--- config.mk ---
export PLATFORM = sky130hd
export DESIGN_NAME = mux_rr_arbiter_8to1_flat
export DESIGN_NICKNAME = d
export VERILOG_FILES = /design/src/rtl/mux_rr_arbiter_8to1_if.sv /design/src/rtl/mux_rr_arbiter_8to1.sv /design/src/flat_wrapper.sv
export SDC_FILE = /design/constraint.sdc
export NUM_CORES = 1
export LEC_CHECK = 0
export ABC_AREA = 1
export ABC_CLOCK_PERIOD_IN_PS = 2900
export CORE_MARGIN = 2
export CORE_UTILIZATION = 47
export CTS_BUF_LIST = sky130_fd_sc_hd__clkbuf_8
export CTS_CLUSTER_DIAMETER = 40
export DETAILED_ROUTE_END_ITERATION = 12
export GPL_ROUTABILITY_DRIVEN = 0
export PLACE_DENSITY = 0.83
export RECOVER_POWER = 50
export SYNTH_ARGS = -nofsm -noshare
export SYNTH_HDL_FRONTEND = slang
export SYNTH_SLANG_ARGS = --single-unit
--- constraint.sdc ---
create_clock -name clk -period 2.9 [get_ports clk]
set_input_delay 0.29 -clock clk [delete_from_list [all_inputs] [get_ports clk]]
set_output_delay 0.29 -clock clk [all_outputs]
set_load 0.01 [all_outputs]
--- src/rtl/mux_rr_arbiter_8to1_if.sv ---
`default_nettype none
// ============================================================================
// Module      : mux_rr_arbiter_8to1_if
// Description : Bundle of the eight-requester / single-consumer handshake
//               and data signals for mux_rr_arbiter_8to1.
//               master : producer + consumer side (drives req, i0..i7,
//                        o_ready; observes gnt, sel, o_valid, o_data)
//               slave  : arbiter side (the opposite directions)
// Parameters  : WIDTH  - data width of every source word and of o_data
//               SWIDTH - select width (3 for eight sources)
// Revision    : 1.0 - initial release
// ============================================================================
interface mux_rr_arbiter_8to1_if #(
    parameter int WIDTH  = 4,
    parameter int SWIDTH = 3
);
    logic [7:0]        req;
    logic [WIDTH-1:0]  i0;
    logic [WIDTH-1:0]  i1;
    logic [WIDTH-1:0]  i2;
    logic [WIDTH-1:0]  i3;
    logic [WIDTH-1:0]  i4;
    logic [WIDTH-1:0]  i5;
    logic [WIDTH-1:0]  i6;
    logic [WIDTH-1:0]  i7;
    logic [7:0]        gnt;
    logic [SWIDTH-1:0] sel;
    logic              o_valid;
    logic [WIDTH-1:0]  o_data;
    logic              o_ready;

    modport master (
        output req, i0, i1, i2, i3, i4, i5, i6, i7, o_ready,
        input  gnt, sel, o_valid, o_data
    );

    modport slave (
        input  req, i0, i1, i2, i3, i4, i5, i6, i7, o_ready,
        output gnt, sel, o_valid, o_data
    );
endinterface
`default_nettype wire

--- src/rtl/mux_rr_arbiter_8to1.sv ---
`default_nettype none
// ============================================================================
// Module      : mux_rr_arbiter_8to1
// Description : Round-robin arbiter sharing one 8:1 WIDTH-bit mux among eight
//               valid/ready requesters; the selected word is registered into
//               a single output slot toward one consumer.
// Ports       : clk   - rising-edge clock
//               rst_n - asynchronous active-low reset
//               bus   - mux_rr_arbiter_8to1_if.slave
//                       req[7:0], i0..i7 in ; gnt[7:0] out (combinational)
//                       sel, o_valid, o_data out (registered) ; o_ready in
// Config      : MUX_ARB_FIXED_PRIO_EN defined -> fixed priority (lowest
//               index wins, no rotation pointer). Undefined -> round-robin.
// Revision    : 1.0 - initial release
// ============================================================================
module mux_rr_arbiter_8to1 #(
    parameter int WIDTH  = 4,
    parameter int SWIDTH = 3
) (
    input  wire logic          clk,
    input  wire logic          rst_n,
    mux_rr_arbiter_8to1_if.slave bus
);

    logic [WIDTH-1:0]  src [8];
    logic              load;
    logic [2:0]        winner;
    logic [7:0]        gnt_vec;
    logic              valid_q;
    logic [WIDTH-1:0]  data_q;
    logic [SWIDTH-1:0] sel_q;

    assign src[0] = bus.i0;
    assign src[1] = bus.i1;
    assign src[2] = bus.i2;
    assign src[3] = bus.i3;
    assign src[4] = bus.i4;
    assign src[5] = bus.i5;
    assign src[6] = bus.i6;
    assign src[7] = bus.i7;

    // The slot can take a word when it is empty or being drained this cycle.
    // rst_n is folded in so no grant is shown while the block is held in reset.
    assign load = rst_n & (|bus.req) & (~valid_q | bus.o_ready);

`ifdef MUX_ARB_FIXED_PRIO_EN
    // Lowest requesting index wins; scanning downward leaves the lowest.
    always_comb begin
        winner = 3'd0;
        for (int k = 7; k >= 0; k--) begin
            if (bus.req[k]) begin
                winner = 3'(k);
            end
        end
    end
`else
    logic [2:0] ptr;
    logic [2:0] cand;
    logic       found;

    // First requester at or after ptr, wrapping naturally in 3-bit arithmetic.
    always_comb begin
        winner = ptr;
        cand   = ptr;
        found  = 1'b0;
        for (int d = 0; d < 8; d++) begin
            cand = ptr + 3'(d);
            if (!found && bus.req[cand]) begin
                winner = cand;
                found  = 1'b1;
            end
        end
    end

    // The pointer moves only on a load, to one past the source just served.
    always_ff @(posedge clk or negedge rst_n) begin
        if (!rst_n) begin
            ptr <= 3'd0;
        end else if (load) begin
            ptr <= winner + 3'd1;
        end
    end
`endif

    always_comb begin
        gnt_vec = 8'h00;
        if (load) begin
            gnt_vec[winner] = 1'b1;
        end
    end

    // Output slot: a load overwrites (also when draining in the same edge),
    // a drain with nothing new just clears the valid flag.
    always_ff @(posedge clk or negedge rst_n) begin
        if (!rst_n) begin
            valid_q <= 1'b0;
            data_q  <= '0;
            sel_q   <= '0;
        end else if (load) begin
            valid_q <= 1'b1;
            data_q  <= src[winner];
            sel_q   <= SWIDTH'(winner);
        end else if (valid_q && bus.o_ready) begin
            valid_q <= 1'b0;
        end
    end

    assign bus.gnt     = gnt_vec;
    assign bus.o_valid = valid_q;
    assign bus.o_data  = data_q;
    assign bus.sel     = sel_q;

endmodule
`default_nettype wire

--- src/flat_wrapper.sv ---
// flat-port wrapper written by rule: the top's interface ports become plain ports
module mux_rr_arbiter_8to1_flat 
#(
    parameter int WIDTH  = 4,
    parameter int SWIDTH = 3
)
  (clk, rst_n, bus_req, bus_i0, bus_i1, bus_i2, bus_i3, bus_i4, bus_i5, bus_i6, bus_i7, bus_o_ready, bus_gnt, bus_sel, bus_o_valid, bus_o_data);
  mux_rr_arbiter_8to1_if #(.WIDTH(WIDTH), .SWIDTH(SWIDTH)) bus_i ();
  input  wire logic clk;
  input  wire logic rst_n;
  input wire logic [$bits(bus_i.req)-1:0] bus_req;
  input wire logic [$bits(bus_i.i0)-1:0] bus_i0;
  input wire logic [$bits(bus_i.i1)-1:0] bus_i1;
  input wire logic [$bits(bus_i.i2)-1:0] bus_i2;
  input wire logic [$bits(bus_i.i3)-1:0] bus_i3;
  input wire logic [$bits(bus_i.i4)-1:0] bus_i4;
  input wire logic [$bits(bus_i.i5)-1:0] bus_i5;
  input wire logic [$bits(bus_i.i6)-1:0] bus_i6;
  input wire logic [$bits(bus_i.i7)-1:0] bus_i7;
  input wire logic [$bits(bus_i.o_ready)-1:0] bus_o_ready;
  output wire logic [$bits(bus_i.gnt)-1:0] bus_gnt;
  output wire logic [$bits(bus_i.sel)-1:0] bus_sel;
  output wire logic [$bits(bus_i.o_valid)-1:0] bus_o_valid;
  output wire logic [$bits(bus_i.o_data)-1:0] bus_o_data;
  assign bus_i.req = bus_req;
  assign bus_i.i0 = bus_i0;
  assign bus_i.i1 = bus_i1;
  assign bus_i.i2 = bus_i2;
  assign bus_i.i3 = bus_i3;
  assign bus_i.i4 = bus_i4;
  assign bus_i.i5 = bus_i5;
  assign bus_i.i6 = bus_i6;
  assign bus_i.i7 = bus_i7;
  assign bus_i.o_ready = bus_o_ready;
  assign bus_gnt = bus_i.gnt;
  assign bus_sel = bus_i.sel;
  assign bus_o_valid = bus_i.o_valid;
  assign bus_o_data = bus_i.o_data;
  mux_rr_arbiter_8to1 #(.WIDTH(WIDTH), .SWIDTH(SWIDTH)) u_core (.clk(clk), .rst_n(rst_n), .bus(bus_i));
endmodule
; ---- Word-level counts from Yosys, hierarchy flattened
; Index checks and enable logic that the tools add are counted.
[totals]
ff_bits = 11
output_inout_bits = 16
[classes]
n_addsub = 8
order_cmp = 11
mux = 38
bitwise_logic = 5
reduce_logical = 18
[ops]
columns = op, n
row1 = 3-bit by 4-bit less-than comparator with 1-bit output (second input constant), 9
row2 = 1-bit binary-select mux with 3-bit select, 8
row3 = 3-bit two-way mux, 7
row4 = 1-bit two-way mux, 18
row5 = 3-bit adder (second input constant), 4
row6 = 4-bit binary-select mux with 3-bit select, 1
row7 = 1-bit logical AND, 9
row8 = 4-bit two-way mux, 2
row9 = 8-bit two-way mux, 1
row10 = 8-bit OR reduction, 1
row11 = 1-bit zero test, 7
row12 = 3-bit by 1-bit adder with 3-bit output (second input constant), 2
row13 = 3-bit by 2-bit adder with 3-bit output (second input constant), 2
row14 = 4-bit greater-or-equal comparator (second input constant), 1
row15 = 3-bit NOT with 4-bit output, 1
row16 = 1-bit demux with 3-bit select, 1
row17 = 3-bit by 1-bit greater-or-equal comparator with 1-bit output (second input constant), 1
row18 = 1-bit bitwise AND, 2
row19 = 2-bit nonzero test, 1
row20 = 1-bit NOT, 1
row21 = 1-bit bitwise OR, 1

; ---- Logic depth before layout (Yosys ltp)
[logic_depth]
word_depth = 29
depth_mapped = 22
mapped_depth_nobuf = 21

; ---- Least setup slack after synthesis
; No wires, ideal clock.
[synth_path]
kind = register to output
from = reg u_core.ptr[0]
to = out bus_gnt[0]
arrival_time_ns = 2.467
path_slack_ns = 0.143
path_stages_with_launch = 18
path_buffers = 2
cell_sequence = dfrtp_1 > inv_2 > buf_6 > ha_1 > inv_2 > nand3_1 > nand2_1 > nand2_1 > nand2_2 > nand3_4 > nor2_8 > nand4_1 > nand3_4 > nand2_2 > buf_6 > nor2_2 > inv_2 > nor3_2
[synth_via]
elab_chain_cells = 29
[synth_lines]
columns = element, line_no
row1 = "start, declared", mux_rr_arbiter_8to1.sv:57  ; logic [2:0] ptr;
row2 = "start signal, assigned", mux_rr_arbiter_8to1.sv:80  ; ptr <= winner + 3'd1;
row3 = "parallel branches: the longest is 23 deep, another holds 3-bit by 1-bit adder with 3-bit output", -
row4 = 3-bit two-way mux *, mux_rr_arbiter_8to1.sv:68  ; if (!found && bus.req[cand]) begin
row5 = 3-bit by 4-bit less-than comparator with 1-bit output (not written as such) / 3-bit by 1-bit greater-or-equal comparator with 1-bit output (equally long branches), mux_rr_arbiter_8to1.sv:88  ; gnt_vec[winner] = 1'b1;
row6 = 1-bit logical AND (not written as such), mux_rr_arbiter_8to1.sv:88
row7 = 1-bit two-way mux (not written as such), mux_rr_arbiter_8to1.sv:88
row8 = 1-bit demux with 3-bit select *, -
row9 = 8-bit two-way mux *, mux_rr_arbiter_8to1.sv:87  ; if (load) begin
row10 = "end, declared", flat_wrapper.sv:21  ; output wire logic [$bits(bus_i.gnt)-1:0] bus_gnt;
; Every way passes the cells marked *. The select of a mux whose other input is x is not followed.

; ---- Worst setup path after layout
[layout_path]
from = reg u_core.ptr[1]
to = out bus_gnt[2]
; Same word-level chain as after synthesis.

==> run summary <==
Global routing used 30.8% of the available tracks. The run gives 0 as the number of max-cap violations. The post-route netlist has 37.6% of its cells at a drive strength greater than 1. The share of the core filled with cells in the final layout is 87.2%, and the length of the first detailed-routing pass in iterations is 5. The number of remaining DRC errors is 0, and the via count of the first global-routing pass is 2,308. The clock buffer count from CTS was 3; the number of pins with negative max-slew slack in the final report was 0. TritonCTS built the clock tree. The logs give 2.85 ns for the arrival time of data at the critical path endpoint and 2980 um^2 for the post-route standard cell area excluding fillers.

The die boundary height is 64.2 um, and the area growth from synthesis to final layout is 74.6%. The logs give 0 for the initial antenna violation count and 0 for the final antenna diode count. The count of nets left with antenna violations once routing finished came out at 0. The number of filler instances in the final layout was 195; the worst-margin pin slew was 0.689 ns. The area of the placeable core is 3420 um^2, and the register-to-register path setup slack is 0.01 ns. For the worst setup slack after layout, the log shows -0.236 ns. Number of standard cells in the final layout excluding fillers: 450.

The run gives 1 as the level count of the clock H-tree. Cell area after synthesis: 1710 um^2. The tools report the number of top-level pins as 59. The ratio of routed vias to standard cells was 5.80. For the maximum clock path buffer count, the log shows 2. The worst register-to-register path begins at u_core.ptr[0].

The mean post-synth cell area works out to 5.67 um^2. Number of nets in the finished design: 450. Category of the worst setup path launch point: a flop. The clock skew after layout came out at 0.00185 ns. The path class of the tightest hold or removal check is reg -> reg. The most critical setup path has its startpoint at u_core.ptr[1]. Clock latency on the worst-skew pair, taken at its later pin, is 0.24 ns. Setup violations remaining at the end of the flow were counted as 8. The routed via count is 2,612. The total overflow reported by the global router was 0. The flow ran to the end, but the final reports show violations.

The run gives 21 as the number of standard-cell rows in the floorplan. In this run the critical register-to-register path is captured at u_core.bus.o_data[2]. The run gives 49.9% as the starting density of the core. Counting every instance in the synthesized netlist gives 301. The number of cells on the worst reg-to-reg path is 19.

In this run, the number of DRC markers left after iteration 0 of detailed routing was 326. The floorplan step defined a die boundary enclosing 4130 um^2. In the final routed layout, each cell accounts on average for 16.7 um. Count of synthesis-stage warnings from yosys: 0. Sort of element at the end of the critical path: a primary output.

The period utilization works out to 108%. The flip-flop and latch count after synthesis is 11. After synthesis, the netlist uses 32 different library cells. The top flip-flop cell by instance count after synthesis is dfrtp_1.

The run gives 16.1% as the sequential cell area fraction in the yosys report. When the netlist entered floorplanning its net count stood at 346. The most critical setup path has its endpoint at bus_gnt[2]. Entering global routing, the biggest net connects 17 pins. In this run, placement finished with an instance count of 431. The share of async-settable or async-resettable flops after synthesis is 100%. The routed design has 7500 um of wire. The fmax is 319 MHz.

In this run, synthesis inferred 0 flip-flops with an integrated enable. The tools report the data required time at the worst endpoint as 2.61 ns. The clock transition at the registers of the reported paths works out to 0.05 ns. The clock net in this run drives a total of 11 sinks. The critical path's most frequent cell is nand2_1.

The root buffer cell chosen for the clock tree is clkbuf_8. In this design, the stage delay of the slowest critical-path cell is 0.41 ns. The minimum clock period came out at 3.14 ns. The area of placed instances came out at 2530 um^2. Traced cell by cell, the critical path runs through inv_2 > buf_4 > nand2_1 > nand2_2 > inv_4 > nand2_1 > nand2_2 > buf_4 > nor2_1 > nand2_1 > nand3_1 > nand2_1 > nand3_1 > nand3_1 > nand2_2 > nand2_4 > nor2_4 > inv_2 > nor2_1 > buf_2. The library cell contributing the largest single delay on the critical path is dfrtp_1. The final reports fail on setup timing. Placed wire-length estimate after detailed placement: 4380 um. The worst pin sits at a relative slew slack of 53.9%. The critical path in this run is classified as reg -> out. The floorplan step set the die width to 64.2 um. Setup repair after global routing could not meet its margin everywhere. Final hold violation count: 0.

Port buffering added 58 buffers. On the final layout, the worst hold slack is 0.489 ns. The first global-routing pass estimated 10,200 um of wire. Maximum fanout encountered on the critical timing path: 9.
flip-flops by register name, indices dropped and copies added (netlist names):
| signal | count |
|---|---|
| u_core.bus.sel | 3 |
| u_core.bus.o_valid | 1 |
| u_core.ptr | 3 |
| u_core.bus.o_data | 4 |
critical path, delay by kind of cell, from the launching register on:
kind	cells	cell delay, ns
flip-flops	1	0.41
buffers and inverters	6	0.75
AND/OR/NAND/NOR	14	1.45
worst min path at each step:
stage | start | end | slack [ns] | cells after the start
2_1_floorplan | rst_n | u_core.bus.o_data[0] | -0.006 | 0
3_3_place_gp | u_core.bus.sel[1] | u_core.bus.sel[1] | 0.47 | 2
3_5_place_dp | u_core.bus.sel[2] | u_core.bus.sel[2] | 0.47 | 2
4_1_cts | rst_n | u_core.bus.o_data[0] | 0.39 | 2
5_1_grt | u_core.bus.o_data[2] | u_core.bus.o_data[2] | 0.54 | 2
6_report | u_core.bus.o_data[2] | u_core.bus.o_data[2] | 0.49 | 2
metrics by stage:
stage               setup slack [ns]  setup TNS, ns
finish                        -0.236          -1.50
global route                  -0.346          -2.73
CTS                          -0.0340         -0.101
detailed placement            -0.411          -2.92
global placement              -0.350          -2.39
floorplan                      0.143              0
metal layers:
layer / track usage (%) / wire (um) / vias up
li1: - / - / 1191
met1: 36.6 / 2850 / 1189
met2: 55.6 / 3600 / 174
met3: 3.52 / 581 / 58
met4: 13.0 / 465 / 0
met5: 0 / 0 / -
layout make-up:
cell class	count	area [um^2]	share of cell area (%)
Inverter	23	101	3.40
Multi-Input combinational cell	257	1550	52.2
Sequential cell	11	275	9.24
Clock inverter	1	3.75	0.126
Clock buffer	3	41.3	1.39
Timing Repair Buffer	109	945	31.7
Tap cell	46	57.6	1.93
layout by cell type, fill, tap and decap left out, types with 2 or more instances in the layout:
cell / Yosys / final
nor2_4: 1 / 3
o21ai_0: 3 / 3
nor2_2: 3 / 6
nand2_2: 10 / 30
o21ai_1: 3 / 3
nand2_4: 1 / 8
dfrtp_1: 11 / 11
nand4_4: 1 / 2
dlygate4sd3_1: 0 / 3
inv_1: 12 / 10
clkbuf_8: 0 / 3
inv_2: 10 / 11
clkdlybuf4s50_1: 0 / 47
nand3_2: 2 / 10
buf_2: 1 / 7
nand2_1: 137 / 110
buf_4: 5 / 46
nor4_1: 2 / 2
nand3_4: 2 / 9
buf_6: 3 / 3
nand3_1: 63 / 48
nand4_1: 4 / 4
o21ai_4: 0 / 2
nor2_1: 13 / 8
cells by family (layout without fill, tap and decap cells):
family / Yosys count / in the layout / synth area share, %
DFF: 11 / 11 / 16.1
buffers and inverters: 33 / 136 / 9.83
and+or+nand+nor: 242 / 242 / 66.8
adders and majority gates: 2 / 2 / 1.47
AOI/OAI and AO/OA: 12 / 12 / 4.84
xor gates and xnor gates: 1 / 1 / 0.954
Yosys cell counts (2+ instances only):
| cell | number | area (um^2) |
|---|---|---|
| buf_4 | 5 | 37.5 |
| nand2_1 | 137 | 514 |
| buf_6 | 3 | 33.8 |
| nand4_1 | 4 | 25.0 |
| o21ai_0 | 3 | 15.0 |
| inv_2 | 10 | 37.5 |
| nand3_1 | 63 | 315 |
| nand3_2 | 2 | 20.0 |
| ha_1 | 2 | 25.0 |
| inv_1 | 12 | 45.0 |
| dfrtp_1 | 11 | 275 |
| nand3_4 | 2 | 35.0 |
| nor2_1 | 13 | 48.8 |
| nor4_1 | 2 | 12.5 |
| nor2_2 | 3 | 18.8 |
| o21ai_2 | 2 | 17.5 |
| o21ai_1 | 3 | 15.0 |
| nand2_2 | 10 | 62.6 |
timing repair:
item	4_1_cts	5_1_grt
endpoints found under the hold margin	0	0
pin swaps	20	14
gates resized for setup	69	44
hold buffers	0	0
endpoints found under the setup margin	8	12
buffers inserted	10	6
Power is not shown: default switching activity piles up to over one toggle a cycle in this logic, so the estimate is an artifact.
